`src/rtl/unified_mem_arbiter_pkg.sv`:
```
// Shared types and helpers for the unified instruction/data memory arbiter.
package mem_arb_pkg;

    typedef enum logic [1:0] {
        IDLE = 2'd0,
        XFER = 2'd1,
        DONE = 2'd2
    } state_e;

    typedef enum logic {
        GNT_IF = 1'b0,
        GNT_DM = 1'b1
    } grant_e;

    localparam logic [1:0] SZ_BYTE = 2'b00;
    localparam logic [1:0] SZ_HALF = 2'b01;
    localparam logic [1:0] SZ_WORD = 2'b10;

    // Number of byte beats for an access size; the unused code 2'b11 moves a word.
    function automatic logic [2:0] beats(input logic [1:0] size);
        case (size)
            SZ_BYTE: return 3'd1;
            SZ_HALF: return 3'd2;
            default: return 3'd4;
        endcase
    endfunction

endpackage

```
`src/rtl/unified_mem_arbiter_if.sv`:
```
// Fetch port, data port and byte-RAM port of the unified memory arbiter.
interface unified_mem_arbiter_if #(
    parameter int ADDR_W = 8
);
    logic              if_req;
    logic [ADDR_W-1:0] if_addr;
    logic [31:0]       if_rdata;
    logic              if_ack;

    logic              dm_req;
    logic              dm_rw;
    logic [1:0]        dm_size;
    logic [ADDR_W-1:0] dm_addr;
    logic [31:0]       dm_wdata;
    logic [31:0]       dm_rdata;
    logic              dm_ack;

    logic              ram_en;
    logic              ram_rw;
    logic [ADDR_W-1:0] ram_addr;
    logic [7:0]        ram_wdata;
    logic [7:0]        ram_rdata;

    logic              stall_if;
    logic              stall_mem;

    // Pipeline plus RAM side.
    modport master (
        output if_req, if_addr, dm_req, dm_rw, dm_size, dm_addr, dm_wdata, ram_rdata,
        input  if_rdata, if_ack, dm_rdata, dm_ack,
        input  ram_en, ram_rw, ram_addr, ram_wdata, stall_if, stall_mem
    );

    // Arbiter side.
    modport slave (
        input  if_req, if_addr, dm_req, dm_rw, dm_size, dm_addr, dm_wdata, ram_rdata,
        output if_rdata, if_ack, dm_rdata, dm_ack,
        output ram_en, ram_rw, ram_addr, ram_wdata, stall_if, stall_mem
    );
endinterface

```
`src/rtl/unified_mem_arbiter_byte_lane.sv`:
```
// Beat counter, MSB-first write byte selection and read shift accumulator.
module mem_byte_lane
    import mem_arb_pkg::*;
(
    input  logic        CLK,
    input  logic        CLR,
    input  logic        load,       // grant in IDLE: restart at beat 0
    input  logic        step,       // one beat completes this cycle
    input  logic [1:0]  size,       // size of the access being (or about to be) moved
    input  logic [31:0] wdata,      // right-justified write data of that access
    input  logic [7:0]  ram_rdata,
    output logic        last,       // current beat is the final one
    output logic [7:0]  wbyte_nxt,  // byte to present on the RAM for the next beat
    output logic [31:0] rdata_nxt   // accumulator including the byte read this beat
);
    logic [1:0]  beat_q, beat_d;
    logic [31:0] acc_q, acc_d;
    logic [2:0]  n_beats;
    logic [1:0]  nxt_beat;
    logic [1:0]  byte_idx;

    assign n_beats   = beats(size);
    assign last      = ({1'b0, beat_q} == (n_beats - 3'd1));
    assign nxt_beat  = load ? 2'd0 : beat_q + 2'd1;
    // Beat 0 carries the most significant byte of the item.
    assign byte_idx  = 2'(n_beats - 3'd1 - {1'b0, nxt_beat});
    assign wbyte_nxt = 8'(wdata >> {byte_idx, 3'b000});
    // Clearing on load makes the shifted result zero-extended for short reads.
    assign rdata_nxt = {acc_q[23:0], ram_rdata};

    // Next beat index and accumulator contents.
    always_comb begin
        // NOTE: every combinational output gets a default first so no latch is inferred.
        beat_d = beat_q;
        acc_d  = acc_q;
        if (load) begin
            beat_d = 2'd0;
            acc_d  = 32'd0;
        end else if (step) begin
            beat_d = last ? 2'd0 : beat_q + 2'd1;
            acc_d  = rdata_nxt;
        end
    end

    // Lane state registers.
    always_ff @(posedge CLK or negedge CLR) begin
        // NOTE: state flops use non-blocking assignments so every flop samples pre-edge values.
        if (!CLR) begin
            beat_q <= 2'd0;
            acc_q  <= 32'd0;
        end else begin
            beat_q <= beat_d;
            acc_q  <= acc_d;
        end
    end
endmodule

```
`src/rtl/unified_mem_arbiter.sv`:
```
// Shares one byte-wide RAM between instruction fetch and data access, round-robin.
module unified_mem_arbiter
    import mem_arb_pkg::*;
#(
    parameter int ADDR_W = 8
) (
    input  logic                   CLK,
    input  logic                   CLR,
    unified_mem_arbiter_if.slave   bus
);
    state_e            state_q, state_d;
    grant_e            gnt_q, gnt_d;
    grant_e            last_grant_q, last_grant_d;
    logic              rw_q, rw_d;
    logic [1:0]        size_q, size_d;
    logic [31:0]       wdata_q, wdata_d;
    logic              ram_en_q, ram_en_d;
    logic              ram_rw_q, ram_rw_d;
    logic [ADDR_W-1:0] ram_addr_q, ram_addr_d;
    logic [7:0]        ram_wdata_q, ram_wdata_d;
    logic              if_ack_q, if_ack_d;
    logic              dm_ack_q, dm_ack_d;
    logic [31:0]       if_rdata_q, if_rdata_d;
    logic [31:0]       dm_rdata_q, dm_rdata_d;

    logic              req_any;
    logic              win_dm;
    logic [1:0]        sel_size;
    logic [31:0]       sel_wdata;
    logic              lane_last;
    logic [7:0]        lane_wbyte;
    logic [31:0]       lane_rdata;

    // A lone requester wins; on a conflict the port not granted last time wins.
    assign req_any   = bus.if_req | bus.dm_req;
    assign win_dm    = bus.dm_req & (~bus.if_req | (last_grant_q == GNT_IF));
    // The lane sees the winner's request while granting and the latched copy afterwards.
    assign sel_size  = (state_q == IDLE) ? (win_dm ? bus.dm_size : SZ_WORD) : size_q;
    assign sel_wdata = (state_q == IDLE) ? (win_dm ? bus.dm_wdata : 32'd0) : wdata_q;

    mem_byte_lane u_lane (
        .CLK       (CLK),
        .CLR       (CLR),
        .load      ((state_q == IDLE) && req_any),
        .step      (state_q == XFER),
        .size      (sel_size),
        .wdata     (sel_wdata),
        .ram_rdata (bus.ram_rdata),
        .last      (lane_last),
        .wbyte_nxt (lane_wbyte),
        .rdata_nxt (lane_rdata)
    );

    // FSM next state, grant, RAM drive and completion values.
    always_comb begin
        state_d      = state_q;
        gnt_d        = gnt_q;
        last_grant_d = last_grant_q;
        rw_d         = rw_q;
        size_d       = size_q;
        wdata_d      = wdata_q;
        ram_en_d     = ram_en_q;
        ram_rw_d     = ram_rw_q;
        ram_addr_d   = ram_addr_q;
        ram_wdata_d  = ram_wdata_q;
        if_ack_d     = 1'b0;
        dm_ack_d     = 1'b0;
        if_rdata_d   = if_rdata_q;
        dm_rdata_d   = dm_rdata_q;
        case (state_q)
            IDLE: begin
                if (req_any) begin
                    gnt_d        = win_dm ? GNT_DM : GNT_IF;
                    last_grant_d = gnt_d;
                    rw_d         = win_dm & bus.dm_rw;
                    size_d       = sel_size;
                    wdata_d      = sel_wdata;
                    ram_en_d     = 1'b1;
                    ram_rw_d     = rw_d;
                    ram_addr_d   = win_dm ? bus.dm_addr : bus.if_addr;
                    ram_wdata_d  = lane_wbyte;
                    state_d      = XFER;
                end
            end
            XFER: begin
                if (lane_last) begin
                    ram_en_d = 1'b0;
                    ram_rw_d = 1'b0;
                    state_d  = DONE;
                    if (gnt_q == GNT_IF) begin
                        if_ack_d   = 1'b1;
                        if_rdata_d = lane_rdata;
                    end else begin
                        dm_ack_d = 1'b1;
                        if (!rw_q) dm_rdata_d = lane_rdata;
                    end
                end else begin
                    ram_addr_d  = ram_addr_q + ADDR_W'(1);
                    ram_wdata_d = lane_wbyte;
                end
            end
            DONE:    state_d = IDLE;
            default: state_d = IDLE;
        endcase
    end

    // All state and outputs registered; reset aborts any transfer in flight.
    always_ff @(posedge CLK or negedge CLR) begin
        if (!CLR) begin
            state_q      <= IDLE;
            gnt_q        <= GNT_IF;
            last_grant_q <= GNT_IF;
            rw_q         <= 1'b0;
            size_q       <= SZ_BYTE;
            wdata_q      <= 32'd0;
            ram_en_q     <= 1'b0;
            ram_rw_q     <= 1'b0;
            ram_addr_q   <= '0;
            ram_wdata_q  <= 8'd0;
            if_ack_q     <= 1'b0;
            dm_ack_q     <= 1'b0;
            if_rdata_q   <= 32'd0;
            dm_rdata_q   <= 32'd0;
        end else begin
            state_q      <= state_d;
            gnt_q        <= gnt_d;
            last_grant_q <= last_grant_d;
            rw_q         <= rw_d;
            size_q       <= size_d;
            wdata_q      <= wdata_d;
            ram_en_q     <= ram_en_d;
            ram_rw_q     <= ram_rw_d;
            ram_addr_q   <= ram_addr_d;
            ram_wdata_q  <= ram_wdata_d;
            if_ack_q     <= if_ack_d;
            dm_ack_q     <= dm_ack_d;
            if_rdata_q   <= if_rdata_d;
            dm_rdata_q   <= dm_rdata_d;
        end
    end

    assign bus.ram_en    = ram_en_q;
    assign bus.ram_rw    = ram_rw_q;
    assign bus.ram_addr  = ram_addr_q;
    assign bus.ram_wdata = ram_wdata_q;
    assign bus.if_ack    = if_ack_q;
    assign bus.dm_ack    = dm_ack_q;
    assign bus.if_rdata  = if_rdata_q;
    assign bus.dm_rdata  = dm_rdata_q;
    assign bus.stall_if  = bus.if_req & ~if_ack_q;
    assign bus.stall_mem = bus.dm_req & ~dm_ack_q;
endmodule

```
`src/flat_wrapper.sv`:
```
// flat-port wrapper written by rule: the top's interface ports become plain ports
module unified_mem_arbiter_flat import mem_arb_pkg::*;
#(
    parameter int ADDR_W = 8
)
  (CLK, CLR, bus_if_req, bus_if_addr, bus_dm_req, bus_dm_rw, bus_dm_size, bus_dm_addr, bus_dm_wdata, bus_ram_rdata, bus_if_rdata, bus_if_ack, bus_dm_rdata, bus_dm_ack, bus_ram_en, bus_ram_rw, bus_ram_addr, bus_ram_wdata, bus_stall_if, bus_stall_mem);
  unified_mem_arbiter_if #(.ADDR_W(ADDR_W)) bus_i ();
  input  logic CLK;
  input  logic CLR;
  input wire logic [$bits(bus_i.if_req)-1:0] bus_if_req;
  input wire logic [$bits(bus_i.if_addr)-1:0] bus_if_addr;
  input wire logic [$bits(bus_i.dm_req)-1:0] bus_dm_req;
  input wire logic [$bits(bus_i.dm_rw)-1:0] bus_dm_rw;
  input wire logic [$bits(bus_i.dm_size)-1:0] bus_dm_size;
  input wire logic [$bits(bus_i.dm_addr)-1:0] bus_dm_addr;
  input wire logic [$bits(bus_i.dm_wdata)-1:0] bus_dm_wdata;
  input wire logic [$bits(bus_i.ram_rdata)-1:0] bus_ram_rdata;
  output wire logic [$bits(bus_i.if_rdata)-1:0] bus_if_rdata;
  output wire logic [$bits(bus_i.if_ack)-1:0] bus_if_ack;
  output wire logic [$bits(bus_i.dm_rdata)-1:0] bus_dm_rdata;
  output wire logic [$bits(bus_i.dm_ack)-1:0] bus_dm_ack;
  output wire logic [$bits(bus_i.ram_en)-1:0] bus_ram_en;
  output wire logic [$bits(bus_i.ram_rw)-1:0] bus_ram_rw;
  output wire logic [$bits(bus_i.ram_addr)-1:0] bus_ram_addr;
  output wire logic [$bits(bus_i.ram_wdata)-1:0] bus_ram_wdata;
  output wire logic [$bits(bus_i.stall_if)-1:0] bus_stall_if;
  output wire logic [$bits(bus_i.stall_mem)-1:0] bus_stall_mem;
  assign bus_i.if_req = bus_if_req;
  assign bus_i.if_addr = bus_if_addr;
  assign bus_i.dm_req = bus_dm_req;
  assign bus_i.dm_rw = bus_dm_rw;
  assign bus_i.dm_size = bus_dm_size;
  assign bus_i.dm_addr = bus_dm_addr;
  assign bus_i.dm_wdata = bus_dm_wdata;
  assign bus_i.ram_rdata = bus_ram_rdata;
  assign bus_if_rdata = bus_i.if_rdata;
  assign bus_if_ack = bus_i.if_ack;
  assign bus_dm_rdata = bus_i.dm_rdata;
  assign bus_dm_ack = bus_i.dm_ack;
  assign bus_ram_en = bus_i.ram_en;
  assign bus_ram_rw = bus_i.ram_rw;
  assign bus_ram_addr = bus_i.ram_addr;
  assign bus_ram_wdata = bus_i.ram_wdata;
  assign bus_stall_if = bus_i.stall_if;
  assign bus_stall_mem = bus_i.stall_mem;
  unified_mem_arbiter #(.ADDR_W(ADDR_W)) u_core (.CLK(CLK), .CLR(CLR), .bus(bus_i));
endmodule
```
`config.mk`:
```
export PLATFORM = sky130hd
export DESIGN_NAME = unified_mem_arbiter_flat
export DESIGN_NICKNAME = d
export VERILOG_FILES = /design/src/rtl/unified_mem_arbiter_pkg.sv /design/src/rtl/unified_mem_arbiter_if.sv /design/src/rtl/unified_mem_arbiter_byte_lane.sv /design/src/rtl/unified_mem_arbiter.sv /design/src/flat_wrapper.sv
export SDC_FILE = /design/constraint.sdc
export NUM_CORES = 1
export LEC_CHECK = 0
export BUFFER_PORTS_ARGS = -buffer_cell sky130_fd_sc_hd__buf_4
export CAP_MARGIN = 20
export CELL_PAD_IN_SITES_DETAIL_PLACEMENT = 1
export CELL_PAD_IN_SITES_GLOBAL_PLACEMENT = 2
export CORE_ASPECT_RATIO = 1.75
export CORE_MARGIN = 2
export CORE_UTILIZATION = 33
export DETAILED_ROUTE_END_ITERATION = 6
export PLACE_DENSITY = 0.78
export SYNTH_ARGS = -nofsm -noshare
export SYNTH_HDL_FRONTEND = slang
export SYNTH_HIERARCHICAL = 1
export SYNTH_SLANG_ARGS = --single-unit
```
`constraint.sdc`:
```
create_clock -name CLK -period 3.3 [get_ports CLK]
set_clock_uncertainty 0.2 [all_clocks]
set_input_delay 0.66 -clock CLK [delete_from_list [all_inputs] [get_ports CLK]]
set_output_delay 0.66 -clock CLK [all_outputs]
set_load 0.02 [all_outputs]
```
==> out/results.txt <==
Outcome: complete, no violations
Yosys reg bits: 148
Tightest Pin Transition: 0.672 ns
Clock buffer depth: 2
Required time of the critical path: 3.41 ns
Setup crit start kind: register
Post-synth ARST share: 1.00
Critical path class: register to register
Min cycle time layout: 3.20 ns
Synthesized Nets: 563
Vias/cell: 5.13
CP arrival: 3.30 ns
Final core utilization: 0.445
Vias in the first global route: 5327
Slowest stage delay, CP: 0.42 ns
Area delta synth->final: 31.8%
Rel. slew slack: 0.552
GPL Wtd Cong: 0.841
Gr ovfl total: 0
Kind of cell adding the most delay to the critical path: simple AND/OR/NAND/NOR gates
Worst setup startpoint: u_core/state_q[0]
Routed vias: 4688
Worst Hold Class: input pin to register
Pwr Density: 1080 nW/um^2
Clk_lat worst skew: 0.42 ns
Clock sink total: 148
Port bufs: 148
Initial drt markers: 197
Initial Utilization: 0.337
Post-synth top area share: 0.554
Root buf cell: clkbuf_16
First-pass GRT wire length: 30300 um
Nets@finish: 722
DR DRC count: 0
Antenna diodes: 0
Critical path's slowest cell: dfrtp_1
CORE AREA: 19800 sq um
RR Startpoint: u_core/state_q[0]
Final Slew Violations: 0
Warnings, synthesis: 6
Sequential-to-total area share from yosys stat: 0.554
Leakage power: 4.34 nW
Routed WL: 19100 um
CP bufs+invs: 2
Width of the die: 112 um
Crit path capture type: register
Number of max-cap violations: 0
Cell area after layout: 8820 sq um
Gr usage total: 0.183
CTS H-tree depth: 4
Post-synth EDFFs: 0
Routed length per instance: 20.9 um
Post-synth top flop: dfrtp_1
DRT Pass-1 Iters: 4
Post-synth cell types: 54
Fmax: 313 MHz
Max VDD drop: 0.000541 V
CTS tree: done
Height of the die: 192 um
Share of cells above drive strength 1: 0.453
Top cell by count, worst path: or2_4
Die area: 21500 sq um
Synth Area per Inst: 13.5 sq um
Boundary Pins: 149
CP Max Fanout: 8
Cell taking the most area after synthesis: dfrtp_1
Hold Vio Cnt, Final: 0
Critical-path cell list: or2_4 > a22o_1 > or2_4 > ha_4 > or3_4 > a21oi_4 > and3_4 > nor2b_4 > buf_12 > clkbuf_16 > mux2_4
Initial antenna violation count: 0
Final setup fails: 0
Largest net degree at the start of global routing: 68
Cts bufs inserted: 17
HP Start: bus_dm_wdata[25]
Mapped Cells: 497
Post-DP HPWL: 13400 um
Placed inst area: 8150 sq um
Number of cell rows: 68
Final period util: 0.969
Antenna-violating nets left: 0
Clock-pin slew on the worst setup and hold paths: 0.06 ns
Synthesized cell area: 6690 sq um
Largest cells by area after synthesis: dfrtp_1, a22o_1, mux2_4
## timing repair
item,in CTS,in global routing
cloned,0,2
gates resized for setup,1,5
buffers inserted,2,2
hold endpoints to repair,24,0
pin swaps,0,5
hold buffers,1,0
setup endpoints to repair,1,79
## path summary, 6_finish.rpt
| path | endpoint | slack, ns | cells past startpoint |
|---|---|---|---|
| worst max-delay path | u_core/bus.dm_rdata[14] | 0.10 | 11 |
| worst min-delay path | u_core/wdata_q[25] | 0.27 | 2 |
| worst max register to register | u_core/bus.dm_rdata[14] | 0.10 | 11 |
| worst min register to register | u_core/bus.ram_wdata[3] | 0.27 | 2 |
| max in group asynchronous | u_core/bus.if_rdata[23] | 1.69 | 3 |
| min in group asynchronous | u_core/wdata_q[1] | 0.47 | 2 |
## layout make-up
class / count / area, sq um
Timing Repair Buffer: 182 / 1470
Inverter: 6 / 31.3
Tap cell: 245 / 307
Clock buffer: 24 / 472
Fill cell: 2097 / 11000
Clock inverter: 8 / 77.6
Multi-Input combinational cell: 301 / 2760
Sequential cell: 148 / 3700
## logic make-up (layout without fill, tap and decap cells)
| logic type | count (synthesis) | count (layout) | share of synthesized area |
|---|---|---|---|
| AOI/OAI and AO/OA | 97 | 97 | 0.118 |
| xor gates and xnor gates | 5 | 5 | 0.0105 |
| adders and majority gates | 3 | 3 | 0.00561 |
| buffers and inverters | 48 | 220 | 0.0447 |
| DFF | 148 | 148 | 0.554 |
| muxes | 105 | 105 | 0.201 |
| and+or+nand+nor | 91 | 91 | 0.0664 |
## layer usage
metal	vias to the layer above	track usage	wire (um)
met5	-	0	0
met4	0	0.0855	600
met3	28	0.0418	858
met2	155	0.329	10400
met1	2386	0.205	7270
li1	2119	-	-
## metrics by stage
| step | hold slack, ns | setup WS [ns] | setup TNS (ns) | instances | power [mW] |
|---|---|---|---|---|---|
| global route | 0.255 | -0.0120 | -0.0474 | 914 | 10.2 |
| global placement | 0.265 | -0.278 | -14.68 | 875 | 7.58 |
| CTS | 0.244 | 0.0118 | 0 | 910 | 9.65 |
| detailed placement | 0.266 | -0.379 | -20.27 | 875 | 7.72 |
| finish | 0.268 | 0.103 | 0 | 914 | 9.56 |
| floorplan | 0.164 | -0.286 | -17.22 | 497 | 6.04 |
## flip-flops by register name, indices dropped and copies added (netlist names)
name and cells:
u_core/bus.dm_rdata 32, u_core/bus.if_rdata 32, u_core/wdata_q 32, u_core/u_lane/acc_q 24
u_core/bus.ram_addr 8, u_core/bus.ram_wdata 8, u_core/size_q 2, u_core/state_q 2
u_core/u_lane/beat_q 2, u_core/bus.dm_ack 1, u_core/bus.if_ack 1, u_core/bus.ram_en 1
u_core/bus.ram_rw 1, u_core/last_grant_q 1, u_core/rw_q 1
## cell usage in the layout (no fill, tap or decap), types with 2 or more instances in the layout
cell type   count
nor2_1         26
clkbuf_16      19
and4_1          2
nor2b_1         3
mux4_2          8
clkinv_2        3
clkbuf_8        2
ha_1            2
dfrtp_1       148
nand2_1        33
nor2_4          2
o21ai_0         7
clkinvlp_4      3
xnor2_4         2
nand3_1         3
mux2i_1        31
clkinv_4        2
a22o_1         67
buf_12          5
nand2b_1        3
or2_4           2
o221ai_1        2
or2b_1          2
clkbuf_1        5
inv_1           4
mux2_4         30
buf_4         173
a21oi_1         6
mux2_2         36
o22a_1          2
nor3_1          3
## report_power, final
part | internal, mW | switching (mW) | total [mW]
combinational | 2.31 | 2.24 | 4.55
sequential | 2.59 | 0.596 | 3.19
clock | 1.07 | 0.747 | 1.82
## synthesized netlist by cell type, types with 3 or more instances
library cell  count
nor2b_1           3
a21oi_1           7
nand2b_1          3
nand3_1           3
nor2_1           27
inv_1             5
dfrtp_1         148
buf_1             4
mux4_2            8
buf_12            3
buf_2            10
mux2i_1          31
buf_4            12
nand2_1          33
a22o_1           67
clkbuf_1         12
o21ai_0           7
ha_1              3
mux2_4           30
mux2_2           36
nor3_1            3
## worst register-to-register path: cells and delay by family, from the launching register on
kind,cells,cell delay [ns]
mux,1,0.30
fa+ha+maj,1,0.16
flops,1,0.42
buf+inv,2,0.31
compound gates,2,0.41
simple gates,5,1.27
Power figures use the tool's default switching activity.
